### config.mk
export PLATFORM = sky130hd
export DESIGN_NAME = td4_board_top
export DESIGN_NICKNAME = d
export VERILOG_FILES = /design/src/rtl/td4_board_top.sv
export SDC_FILE = /design/constraint.sdc
export NUM_CORES = 1
export LEC_CHECK = 0
export CORE_ASPECT_RATIO = 1.75
export CORE_MARGIN = 5
export CORE_UTILIZATION = 50
export CTS_CLUSTER_SIZE = 10
export DETAILED_ROUTE_END_ITERATION = 7
export PLACE_DENSITY = 0.74
export SLEW_MARGIN = 20
export SYNTH_ARGS = -nofsm -noshare
export SYNTH_HDL_FRONTEND = slang
export SYNTH_SLANG_ARGS = --single-unit
### constraint.sdc
create_clock -name pin_clock -period 2.4 [get_ports pin_clock]
set_input_delay 0.48 -clock pin_clock [delete_from_list [all_inputs] [get_ports pin_clock]]
set_output_delay 0.48 -clock pin_clock [all_outputs]
set_load 0.01 [all_outputs]
### src/rtl/td4_board_top.sv
// Board top for a 4-bit TD4-class CPU with a fixed program ROM.
// A prescaler paces execution so the CPU's progress is visible on the LEDs.
module td4_board_top #(
    parameter int RATIO = 12_000_000
) (
    input  logic       pin_clock,
    input  logic       pin_reset,
    input  logic [3:0] pin_switch,
    output logic [3:0] pin_led
);

    localparam int CW = (RATIO > 1) ? $clog2(RATIO) : 1;
    localparam logic [CW-1:0] LAST = CW'(RATIO - 1);

    logic [CW-1:0] counter;
    logic          step;

    logic [3:0] sw_meta;
    logic [3:0] sw_sync;

    logic [3:0] pc;
    logic [3:0] reg_a;
    logic [3:0] reg_b;
    logic [3:0] reg_out;
    logic       carry;

    logic [7:0] instr;
    logic [3:0] op;
    logic [3:0] im;
    logic [4:0] sum_a;
    logic [4:0] sum_b;

    logic [3:0] pc_next;
    logic [3:0] a_next;
    logic [3:0] b_next;
    logic [3:0] out_next;
    logic       carry_next;

    always_ff @(posedge pin_clock) begin
        if (pin_reset) begin
            counter <= '0;
        end else if (counter == LAST) begin
            counter <= '0;
        end else begin
            counter <= counter + CW'(1);
        end
    end

    // Gated by reset so no step is seen while the board is held in reset.
    assign step = (counter == LAST) && !pin_reset;

    // Synchronizer runs freely, so the switches are settled by reset release.
    always_ff @(posedge pin_clock) begin
        sw_meta <= pin_switch;
        sw_sync <= sw_meta;
    end

    always_comb begin
        instr = 8'h00;
        case (pc)
            4'h0:    instr = 8'h20;
            4'h1:    instr = 8'h40;
            4'h2:    instr = 8'h90;
            4'h3:    instr = 8'h01;
            4'h4:    instr = 8'h40;
            4'h5:    instr = 8'h90;
            4'h6:    instr = 8'hF3;
            default: instr = 8'h00;
        endcase
    end

    assign op    = instr[7:4];
    assign im    = instr[3:0];
    assign sum_a = {1'b0, reg_a} + {1'b0, im};
    assign sum_b = {1'b0, reg_b} + {1'b0, im};

    always_comb begin
        pc_next    = pc + 4'd1;
        a_next     = reg_a;
        b_next     = reg_b;
        out_next   = reg_out;
        carry_next = 1'b0;
        case (op)
            4'b0000: {carry_next, a_next} = sum_a;
            4'b0001: a_next = reg_b;
            4'b0010: a_next = sw_sync;
            4'b0011: a_next = im;
            4'b0100: b_next = reg_a;
            4'b0101: {carry_next, b_next} = sum_b;
            4'b0110: b_next = sw_sync;
            4'b0111: b_next = im;
            4'b1001: out_next = reg_b;
            4'b1011: out_next = im;
            4'b1110: begin
                if (!carry) begin
                    pc_next = im;
                end
            end
            4'b1111: pc_next = im;
            default: ;
        endcase
    end

    always_ff @(posedge pin_clock) begin
        if (pin_reset) begin
            pc      <= '0;
            reg_a   <= '0;
            reg_b   <= '0;
            reg_out <= '0;
            carry   <= 1'b0;
        end else if (step) begin
            pc      <= pc_next;
            reg_a   <= a_next;
            reg_b   <= b_next;
            reg_out <= out_next;
            carry   <= carry_next;
        end
    end

    assign pin_led = reg_out;

endmodule

==> out/qor.csv <==
metric;value;unit
static leakage;0.9848;nW
average cell area after synthesis;9.263;um^2
antenna violations before repair;0;
area delta synth->final;9.930;%
status;complete, no violations;
Max VDD drop;0.0004337;V
clock skew;0.008377;ns
post-synthesis cell area;2482;um^2
CTS Root Cell;clkbuf_8;
CTS tree;yes;
CP required;2.63;ns
Rel. slew slack;66.40;%
Highest Clock Rate;449.7;MHz
CP startpoint kind;flop;
DR DRC count;0;
first drt pass iteration count;4;
CTS H-tree lvls;2;
synth warn;0;
slew at the pin with the worst max-slew slack;0.5033;ns
Avg WL per Cell;15.04;um
Initial DRC Count;72;
Clock Latency Late Sink;0.30;ns
crit share post-route;92.65;%
GRT overflow;0;
Final nets;294;
share of post-route cells with drive strength above 1;13.52;%
DRT antenna net count;0;
multi-input logic area;1409;um^2
Setup TNS Final;0;ns
Max Slew Vio Count;0;
Post-synth ARST share;0;%
Num CTS Buffers;5;
port buffer count;9;
max-cap violations;0;
I/O pin total;10;
Worst Setup End Kind;flop;
# setup viols final;0;
Reg2Reg Setup Slack;0.18;ns
GR peak layer;met2;
DR vias;2000;
clock tree buffer depth;2;
FF/Latch Area;960.9;um^2
Starting Density;50.74;%
power density cells;500.9;nW/um^2
Die Ht;103.2;um
fillcell total;439;
Post-Syn Instances;268;
core area;4892;um^2
met3 GRT Util;2.378;%
row count;34;
Worst-path clk slew;0.09;ns
critical path class;flop to flop;
sequential element share of the synthesized area;38.71;%
Antenna diodes;0;
met1 usage;17.68;%
Final Critical Period;2.224;ns
HPWL Detailed;3738;um
Syn Nets;282;
Final WS setup;0.1765;ns
FF-to-FF path depth;9;
Max FO, Critical Path;7;
WHS Path Cells;0;
RePlAce Congestion;0.8223;
GRT Util Overall;16.72;%
vias in the first global route;2014;
worst hold path type;flop to flop;
die area;6530;um^2
number of clock sinks;48;
Synth cell types;53;
Final Hold Viols;0;
number of synthesized flops with an enable pin;0;
Yosys reg bits;48;
Setup WS pre-CTS;0.1831;ns
met2 usage;31.78;%
via/cell ratio;5.970;
largest net degree at the start of global routing;21;
Die Width;63.27;um
RSZ-0062 raised after global routing;false;
Hold Buf Count CTS;0;
Top FF cell, synth;dfxtp_1;
postcts setup bufs;0;
first-pass GRT wire length;8970;um
crit path DAT;2.46;ns
Routed WL;5040;um
## state kept, by name, summed over array words and instances, names as in the netlist
signal   cells
sw_meta      4
sw_sync      4
reg_b        4
counter     24
pc           4
pin_led      4
reg_a        4
## metal layers
layer	vias up	routed length [um]
met1	962	1981
li1	992	-
met5	-	0
met2	34	2791
met3	12	112
met4	0	155
## critical path: stages (launching register included)
cell and delay [ns]:
dfxtp_1 0.44, inv_1 0.10, ha_1 0.22, nand2_1 0.11, a21oi_2 0.09, ha_1 0.22
inv_1 0.07, fa_1 0.40, a2111o_1 0.37, a21oi_1 0.15
## synth_stat cells (4+ instances only)
cell type	n	area share, %
nand2_1	8	1.2
o31ai_1	5	1.5
buf_2	6	1.2
ha_1	7	3.5
or3_1	7	1.8
inv_1	10	1.5
nand4_2	4	2.0
xor2_1	9	3.2
nand4_1	7	1.8
o21ai_0	16	3.2
nand2b_1	14	3.5
nor2_1	19	2.9
mux2i_1	9	3.6
dfxtp_1	48	39
a21oi_1	18	3.6
a21o_1	5	1.5
or4_1	4	1.2
and3_1	4	1.0
nand3_1	16	3.2
## path summary, 6_finish.rpt
path,startpoint,end
min reg2reg,sw_meta[2],sw_sync[2]
min,sw_meta[2],sw_sync[2]
max reg2reg,pc[0],reg_a[1]
max,pc[0],reg_a[1]
## cells in the final DEF, fill, tap and decap left out, types with 2 or more instances in the layout
cell	n
a31oi_1	3
nor4b_4	2
buf_4	9
nand2_2	2
a21oi_2	2
or4_1	4
or3_1	7
clkdlybuf4s50_1	9
o31ai_1	5
nand3_1	16
and2_1	2
xor2_1	9
nor2_1	19
and4_1	3
clkbuf_8	6
xnor2_1	2
a211o_1	2
dfxtp_1	48
a21o_1	5
a211oi_1	2
nand2b_1	14
ha_1	7
o21ai_0	16
nor3_1	2
and3_2	2
nand4_1	7
mux2i_1	9
inv_1	10
nand4_2	4
a21oi_1	17
o32ai_1	2
nand2_1	8
nor2b_1	2
and3_1	4
## per-stage QoR
step	power [mW]	util, %	area (um^2)	instances	hold slack (ns)
global placement	0.8790	53.73	2629	327	0.3099
finish	1.367	55.78	2729	335	0.3337
floorplan	0.8621	-	2482	268	0.3096
detailed placement	0.8808	53.73	2629	327	0.3185
CTS	1.385	55.70	2725	335	0.3394
global route	1.421	55.78	2729	335	0.3441
## power by group
group	switching, mW	internal (mW)
clock	0.270	0.236
sequential	0.00850	0.809
combinational	0.0229	0.0210
total	0.301	1.07
## kinds of logic after synthesis
| kind of cell | synth area share (%) |
|---|---|
| and+or+nand+nor | 29.33 |
| xor gates and xnor gates | 3.881 |
| buffers and inverters | 4.687 |
| DFF | 38.71 |
| muxes | 4.083 |
| AOI/OAI and AO/OA | 14.97 |
| adders and majority gates | 4.335 |
## layout make-up
type | count | share of cell area (%)
clock inverter | 2 | 0.5044
timing repair buffer | 18 | 5.777
multi-input combinational | 197 | 51.63
clock buffer | 6 | 3.026
sequential | 48 | 35.21
tap | 54 | 2.476
inverter | 10 | 1.376
## timing repair
| item | in CTS | in global routing |
|---|---|---|
| gates resized for setup | 0 | 1 |
| endpoints found under the setup margin | 0 | 1 |
| endpoints found under the hold margin | 0 | 0 |
Note: power is estimated with default switching activity, not from simulation.
